===== src/rtl/seek_cd_pipe.sv =====
// Two-stage pipelined c/d field-sum unit: c = A+B+C, d = A + {A,B} + {A,B,C}.
// Define SEEK_CD_SAT_EN to clamp c/d at full scale instead of wrapping.
module seek_cd_pipe #(
    parameter int DW    = 32,
    parameter int FA    = 7,
    parameter int FB    = 13,
    parameter int FC    = 13,
    parameter int CNT_W = 16
) (
    input  logic              clk,
    input  logic              reset,
    input  logic              clr,
    input  logic              in_valid,
    output logic              in_ready,
    input  logic [2*DW+1:0]   z,
    output logic              out_valid,
    input  logic              out_ready,
    output logic [DW-1:0]     c,
    output logic [DW+1:0]     d,
    output logic [CNT_W-1:0]  cnt
);
    localparam int ZW = 2*DW + 2;
    localparam int WW = 2*DW + 4;
`ifdef SEEK_CD_SAT_EN
    // Wide enough that no intermediate sum can overflow before the clamp.
    localparam int CW  = WW;
    localparam int DSW = WW;
`else
    localparam int CW  = DW;
    localparam int DSW = DW + 2;
`endif

    logic [FA-1:0]  fld_a;
    logic [FB-1:0]  fld_b;
    logic [FC-1:0]  fld_c;
    logic [WW-1:0]  a_x, b_x, ab_x, abc_x;
    logic           unused_z;

    assign fld_a    = z[ZW-1 -: FA];
    assign fld_b    = z[ZW-1-FA -: FB];
    assign fld_c    = z[ZW-1-FA-FB -: FC];
    assign unused_z = ^z;

    assign a_x   = WW'(fld_a);
    assign b_x   = WW'(fld_b);
    assign ab_x  = WW'({fld_a, fld_b});
    assign abc_x = WW'({fld_a, fld_b, fld_c});

    logic           s1_valid, s2_valid;
    logic           s1_adv, s2_adv;
    logic [CW-1:0]  s1_ab;
    logic [DSW-1:0] s1_aba, s1_abc;
    logic [CW-1:0]  c_sum;
    logic [DSW-1:0] d_sum;
    logic [DW-1:0]  c_nxt;
    logic [DW+1:0]  d_nxt;

    assign s2_adv    = !s2_valid || out_ready;
    assign s1_adv    = !s1_valid || s2_adv;
    assign in_ready  = s1_adv;
    assign out_valid = s2_valid;

    // C is recovered from the low bits of the registered {A,B,C}.
    assign c_sum = s1_ab + CW'(s1_abc[FC-1:0]);
    assign d_sum = s1_aba + s1_abc;

`ifdef SEEK_CD_SAT_EN
    assign c_nxt = (c_sum > CW'({DW{1'b1}}))       ? {DW{1'b1}}     : c_sum[DW-1:0];
    assign d_nxt = (d_sum > DSW'({(DW+2){1'b1}}))  ? {(DW+2){1'b1}} : d_sum[DW+1:0];
`else
    assign c_nxt = c_sum;
    assign d_nxt = d_sum;
`endif

    always_ff @(posedge clk or negedge reset) begin
        if (!reset) begin
            s1_valid <= 1'b0;
            s2_valid <= 1'b0;
            s1_ab    <= '0;
            s1_aba   <= '0;
            s1_abc   <= '0;
            c        <= '0;
            d        <= '0;
            cnt      <= '0;
        end else if (clr) begin
            // Flush drops any handshake this cycle; c/d keep their last values.
            s1_valid <= 1'b0;
            s2_valid <= 1'b0;
            cnt      <= '0;
        end else begin
            if (s1_adv) begin
                s1_valid <= in_valid;
                if (in_valid) begin
                    s1_ab  <= CW'(a_x + b_x);
                    s1_aba <= DSW'(ab_x + a_x);
                    s1_abc <= DSW'(abc_x);
                end
            end
            if (s2_adv) begin
                s2_valid <= s1_valid;
                if (s1_valid) begin
                    c <= c_nxt;
                    d <= d_nxt;
                end
            end
            if (s2_valid && out_ready)
                cnt <= cnt + 1'b1;
        end
    end
endmodule

===== config.mk =====
export PLATFORM = sky130hd
export DESIGN_NAME = seek_cd_pipe
export DESIGN_NICKNAME = d
export VERILOG_FILES = /design/src/rtl/seek_cd_pipe.sv
export SDC_FILE = /design/constraint.sdc
export NUM_CORES = 1
export LEC_CHECK = 0
export CORE_AREA = 2 2 116 118
export CTS_CLUSTER_SIZE = 12
export DETAILED_ROUTE_END_ITERATION = 10
export DIE_AREA = 0 0 118 120
export GPL_TIMING_DRIVEN = 1
export PLACE_DENSITY = 0.79
export SYNTH_ARGS = -nofsm -noshare
export SYNTH_HDL_FRONTEND = slang
export SYNTH_SLANG_ARGS = --single-unit

===== constraint.sdc =====
create_clock -name clk -period 2.6 [get_ports clk]
set_input_delay 0.26 -clock clk [delete_from_list [all_inputs] [get_ports clk]]
set_output_delay 0.26 -clock clk [all_outputs]
set_load 0.03 [all_outputs]

==> summary.txt, run 1 <==
Die
  • Die H: 120 um
  • Core Rows: 42
  • Core Area: between 10000 and 15000 sq um
  • Die area: between 10000 and 15000 sq um
  • Die width: 118 um
  • IO Count: 155
  • Starting Density: slightly below 50%

Synth
  • Syn Inst Count: 720
  • Compound-gate portion of the synthesized area: around 15%
  • Async SR Flop Fraction: 100%
  • Synth Area in XOR/XNOR: roughly 7.2%
  • Post-synthesis mux area share: less than 1%
  • Main combinational cell family by area after synthesis: simple AND/OR/NAND/NOR gates
  • Seq/Total Area, Yosys: a little over two fifths
  • Synth cell count leaders: nand2_1, dfrtp_1, o21ai_0, a21oi_1, nor2_1
  • Count leader, synth: nand2_1
  • Biggest area consumer among synthesized cells: dfrtp_1
  • Post-synth top area share: a little over two fifths
  • Mean Syn Cell Area: roughly 8.7 sq um
  • Prevailing post-synth register cell: dfrtp_1
  • EDFF count, synth: 0
  • Yosys warnings: 0
  • Mapped Area: approximately 6300 sq um
  • Count of cell types in the netlist: between 50 and 60
  • Post-Synth Adder-Cell Area: about 6.4%
  • FF+latch count, synth: roughly 110
  • Simple-Gate Fraction of Synth Area: roughly 21%
  • Largest cells by area after synthesis: dfrtp_1, nand2_1, ha_1

Pwr
  • Pwr Total: 6.12 mW
  • Internal: 3.86 mW
  • Switching share of power: between 30% and 40%
  • Gate power share: roughly two fifths
  • Power per cell area: just under 800 nW/um^2
  • Net switching power: around 2.3 mW
  • Sequential share of power: 36.2%
  • LEAKAGE: between 3 and 4 nW
  • VDD IR max: ~0.00038 V
  • Clock network power share: between 20% and 30%

Detailed routing
  • DR vias: ~5300
  • Drt wl/cell: 14.8 um
  • Vias per cell: roughly 5.3
  • WL final: between 10000 and 15000 um
  • DRC: 0
  • Initial DRT Pass Iterations: 5
  • ANT nets after route: 0
  • Initial drt markers: 458

CTS
  • Clock Latency Late Sink: 350 ps
  • CTS tree: built
  • Clk slew on worst S/H paths: 70 ps
  • H-Tree Depth: 3
  • CTS Buf Count: 9
  • Root Buffer: clkbuf_16
  • CTS Sinks: between 100 and 150
  • Longest Clk Path Bufs: 2

Worst setup path
  • CP required: 2840 ps
  • R2R setup slack: just over 80 ps
  • Maximum fanout along the worst path: 3
  • CP Capture Type: flip-flop
  • CP startpoint kind: flip-flop
  • Reg-to-Reg End: d[20]
  • Crit path from: s1_aba[0]
  • R2R depth: 11
  • Crit path DAT: 2750 ps
  • Crit Path Class: reg2reg
  • Critical path endpoint: d[20]
  • R2R Path Start: s1_aba[0]

Finish
  • Final Non-Filler Cells: around 1000
  • Nets: about 930
  • Layout cells sized above 1: under 10%
  • Ant diodes: 0
  • Area grow syn2layout: 24.7%
  • Core Util, Final: roughly three fifths

Place
  • Dpl ws: -157 ps
  • Port-buffer cells: between 100 and 150
  • RePlAce Congestion: ~0.9
  • Post-DP HPWL: 11100 um
  • Placed cell count: 987

STA
  • Slew HR: a little over half
  • RSZ-0062 raised after global routing: true
  • Minimum clock period: between 2000 and 3000 ps
  • Clk_skew: ~7.0 ps
  • Final setup violation count: 0
  • Fmax: about 0.40 GHz
  • Slew Limit Fails: 0
  • Final period util: slightly below 100%
  • Actual slew at the worst max-slew pin: 704 ps
  • Worst setup margin: 82.2 ps
  • Fin. Hold Viols: 0

Job
  • Max Cap Viol: 0

Global route
  • Total gr overflow: 0
  • Vias in the first global route: 4949
  • Gr usage total: a little over a fifth
  • Largest net degree at the start of global routing: about 70
  • First-pass GRT wire length: between 20000 and 25000 um
  • Initial antenna violation count: 0

Run status
  • Status: complete, no violations

Min path
  • Hold Path Class: in2reg
-- area by class of cell --
cell class                 count  area [sq um]
sequential                   109          2730
multi-input combinational    558          3250
fill                        1143          5130
inverter                      11          41.3
timing repair buffer         135          1290
clock buffer                  11           243
clock inverter                 5          81.3
tap                          176           220
-- critical path, stage by stage, from the launching register on --
cell	delay, ps
dfrtp_1	360
ha_1	170
inv_1	50
fa_1	400
nor2b_2	150
o2111ai_1	180
a21oi_2	240
o21bai_1	150
a41oi_1	270
buf_4	160
nor2_1	40
a211o_1	220
-- power by group through the flow --
stage          Clock [mW]  Sequential (mW)  Combinational [mW]
3_5_place_dp            0             2.25                2.38
3_3_place_gp            0             2.24                2.34
4_1_cts              1.51             2.22                2.40
5_1_grt              1.58             2.26                2.60
6_report             1.49             2.22                2.41
2_1_floorplan           0             2.55                1.25
-- logic make-up after synthesis --
family          after synthesis
fa+ha+maj                    31
buf+inv                      70
compound gates              152
simple gates                299
mux                           6
flops                       109
xor+xnor                     52
other cells                   1
-- per-layer routing --
layer | wire [um] | part of all wire (%) | up-vias | global-route usage [%]
met1 | 6880 | 46 | 2509 | 30.3
met2 | 7040 | 47 | 165 | 34.0
met5 | 0 | 0 | - | 0
li1 | - | - | 2616 | -
met3 | 700 | 4.7 | 18 | 3.56
met4 | 238 | 1.6 | 0 | 6.93
-- repair_timing --
item | 4_1_cts | 5_1_grt
hold endpoints to repair | 44 | 0
resized for setup | 0 | 4
hold buffers | 1 | 0
setup buffers | 0 | 0
setup endpoints to repair | 0 | 12
-- how the worst min path moves through the flow --
stage / start / endpoint / slack (ps) / cells past startpoint
final: z[36] / s1_abc[3] / 440 / 3
after global routing: z[45] / s1_abc[12] / 450 / 3
after CTS: z[35] / s1_abc[2] / 430 / 3
after detailed placement: reset / d[0] / 300 / 1
after global placement: reset / d[7] / 300 / 1
after floorplan: reset / c[13] / -40 / 0
-- through the flow --
stage | setup TNS, ps | cell area, sq um | hold WS [ps]
4_1_cts | 0 | 7830 | 431
3_5_place_dp | -1030 | 7500 | 300
6_report | 0 | 7850 | 437
3_3_place_gp | -92.2 | 7500 | 299
2_1_floorplan | 0 | 6350 | -35.6
5_1_grt | -35.2 | 7850 | 445
-- cell usage in the layout (no fill, tap or decap), types with 3 or more instances in the layout --
cell	Yosys	layout
a211o_1	3	3
dfrtp_1	109	109
a21oi_1	36	35
conb_1	1	17
nor2_1	32	32
a31oi_1	6	6
nand4_1	9	9
o21ai_0	64	62
o21ai_1	3	5
nor3_1	10	10
nand3_1	12	12
xnor2_1	29	29
buf_4	30	30
a21o_1	11	11
nor2b_1	4	3
o31ai_1	4	4
xor2_1	23	23
o21a_1	5	5
nand2_1	194	194
mux2i_1	4	4
and3_1	9	9
or3_1	7	7
inv_1	11	11
o21bai_1	4	4
ha_1	29	29
and2_1	7	7
clkbuf_16	0	9
a22oi_1	4	4
clkdlybuf4s50_1	0	103
nor4_1	3	3
-- flip-flops by register name (all words and copies together), names as in the netlist --
signal,flops
c,2
cnt,16
d,34
out_valid,1
s1_aba,21
s1_abc,33
s1_valid,1
s1_ab,1
Power figures use the tool's default switching activity.
==> run 2, diff against run 1 <==
Settings changed: CORE_AREA 2 2 116 118 to 2 2 122 124, DIE_AREA 0 0 118 120 to 0 0 124 126, GPL_TIMING_DRIVEN 1 to not set, PLACE_DENSITY 0.79 to 0.75, SKIP_LAST_GASP set to 1.
Clock period 2.6 ns to 2 ns, I/O delays scaled along.
==> summary.txt, run 2 (synthesis gave the netlist of run 1 again) <==
Global route
  • Gr usage total: 21.6% (+0.092 points)
  • First-pass GRT wire length: 26800 um (+9.7%)
  • Vias in the first global route: 5526 (+12%)
  • Initial antenna violation count: 0 (unchanged)
  • Largest net degree at the start of global routing: 69 (unchanged)
  • Total gr overflow: 0 (unchanged)

Detailed routing
  • ANT nets after route: 0 (unchanged)
  • Initial drt markers: 407 (-11%)
  • DRC: 0 (unchanged)
  • Vias per cell: 5.24 (-0.72%)
  • Initial DRT Pass Iterations: 5 (unchanged)
  • WL final: 17000 um (+14%)
  • DR vias: 5747 (+8.3%)
  • Drt wl/cell: 15.5 um (+4.9%)

Pwr
  • Internal: 5.25 mW (+36%)
  • VDD IR max: 0.000453 V (+18%)
  • Switching share of power: 38.1% (+1.2 points)
  • Net switching power: 3.22 mW (+43%)
  • Gate power share: 45.8% (+6.4 points)
  • LEAKAGE: 4.07 nW (+13%)
  • Power per cell area: 960 nW/um^2 (+23%)
  • Clock network power share: 19.9% (-4.5 points)
  • Sequential share of power: 34.2% (-2.0 points)

Finish
  • Core Util, Final: 61.6% (+1.2 points)
  • Design area: 8820 sq um (+12%)
  • Commonest non-fill, non-tap cell in the layout: nand2_1
  • Reg with most FFs: d
  • Nets: 1009 (+9.0%)
  • Max reg flops: 34 (unchanged)
  • Area grow syn2layout: 40.2%
  • Commonest non-fill, non-tap cells in the layout: nand2_1, dfrtp_1, buf_4, clkdlybuf4s50_1, o21ai_0
  • Ant diodes: 0 (unchanged)
  • Layout cells sized above 1: 21.4% (+14 points)
  • Largest regs: d x34, s1_abc x33, s1_aba x21
  • Final Non-Filler Cells: 1096 (+9.1%)

STA
  • Sum Neg Setup Slack: -6860 ps (-6860 ps)
  • Minimum clock period: 2360 ps (-159 ps)
  • Clk_skew: 7.17 ps (+0.173 ps)
  • Slew HR: 57.8% (+4.8 points)
  • Final period util: 118% (+21 points)
  • Actual slew at the worst max-slew pin: 626 ps (-78.3 ps)
  • Slew Limit Fails: 0 (unchanged)
  • RSZ-0062 raised after global routing: true
  • Worst setup margin: -359 ps (-441 ps)
  • Final setup violation count: 29 (+29)
  • Fmax: 0.424 GHz (+6.7%)
  • Fin. Hold Viols: 0 (unchanged)

Worst setup path
  • CP startpoint kind: flip-flop
  • CP required: 2240 ps (-600 ps)
  • Crit Path Class: reg2reg
  • CP Capture Type: flip-flop
  • Crit path DAT: 2600 ps (-150 ps)
  • R2R depth: 9 (-2)
  • Maximum fanout along the worst path: 10 (+7)

Die
  • Core Area: 14300 sq um (+10%)
  • Die width: 124 um (+5.1%)
  • Die H: 126 um (+5.0%)
  • IO Count: 155 (unchanged)
  • Starting Density: 43.9% (-4.5 points)
  • Core Rows: 44 (+4.8%)
  • Die area: 15600 sq um (+10%)

CTS
  • Clk slew on worst S/H paths: 70 ps (about the same)
  • Root Buffer: clkbuf_16
  • CTS Buf Count: 9 (unchanged)
  • H-Tree Depth: 3 (unchanged)
  • CTS tree: built
  • CTS Sinks: 109 (unchanged)
  • Clock Latency Late Sink: 350 ps (about the same)
  • Longest Clk Path Bufs: 2 (unchanged)

Place
  • RePlAce Congestion: 0.893 (+0.35%)
  • Dpl cell area: 8120 sq um (+8.3%)
  • Post-DP HPWL: 12100 um (+9.5%)
  • Port-buffer cells: 104 (unchanged)
  • Placed cell count: 1064 (+7.8%)

Job
  • Max Cap Viol: 0 (unchanged)

Run status
  • Violated checks: setup timing
  • Status: finished, violations left

Min path
  • Hold Path Class: in2reg
  • WHS Path Cells: 3 (unchanged)
-- run 2: final timing paths --
kind                       startpoint          to  slack (ps)
max in group asynchronous       reset  s1_abc[18]        1040
max reg2reg                 s1_aba[1]       d[29]        -360
min                             z[46]  s1_abc[13]         140
min reg2reg                     d[30]       d[30]         480
max                         s1_aba[1]       d[29]        -360
min in group asynchronous       reset        d[1]         320
-- run 2: power by group through the flow --
| stage | clock, mW | sequential [mW] | combinational (mW) |
|---|---|---|---|
| global route | 1.81 | 2.95 | 4.15 |
| detailed placement | 0 | 2.93 | 3.49 |
| global placement | 0 | 2.91 | 3.44 |
| finish | 1.69 | 2.90 | 3.88 |
| CTS | 1.72 | 2.89 | 3.68 |
| floorplan | 0 | 3.32 | 1.68 |
-- run 2: metal layers --
layer | up-vias | track usage [%] | wire [um]
met3 | 36 | 3.67 | 962
met5 | - | 0 | 0
met1 | 2743 | 29.9 | 7430
li1 | 2778 | - | -
met2 | 190 | 33.8 | 8100
met4 | 0 | 8.26 | 512
-- run 2: layout make-up --
cell class / instances / area [sq um]
clock buffer: 11 / 243
clock inverter: 5 / 35.0
fill: 1176 / 5490
inverter: 11 / 41.3
multi-input combinational: 557 / 3580
sequential: 109 / 2730
tap: 184 / 230
timing repair buffer: 219 / 1960
-- run 2: worst max-delay path: stages, from the launching register on --
cell and delay (ps):
dfrtp_1 380, ha_1 310, a211o_1 320, a211oi_4 320, nor3b_4 100, a21bo_4 270
a21oi_4 150, buf_12 140, mux2i_1 180, nand2_1 60
-- run 2: through the flow --
step / setup slack (ps) / total power [mW] / hold WS (ps)
after global routing: -498 / 8.91 / 147
after detailed placement: -668 / 6.42 / 138
final: -359 / 8.47 / 142
after global placement: -617 / 6.35 / 135
after CTS: -348 / 8.29 / 321
after floorplan: -135 / 5.00 / -95.6
-- run 2: repair_timing --
action	in CTS	in global routing
hold buffers	1	0
setup buffers	8	7
endpoints found under the hold margin	23	0
setup endpoints to repair	42	46
pin swaps	23	35
gates resized for setup	45	41
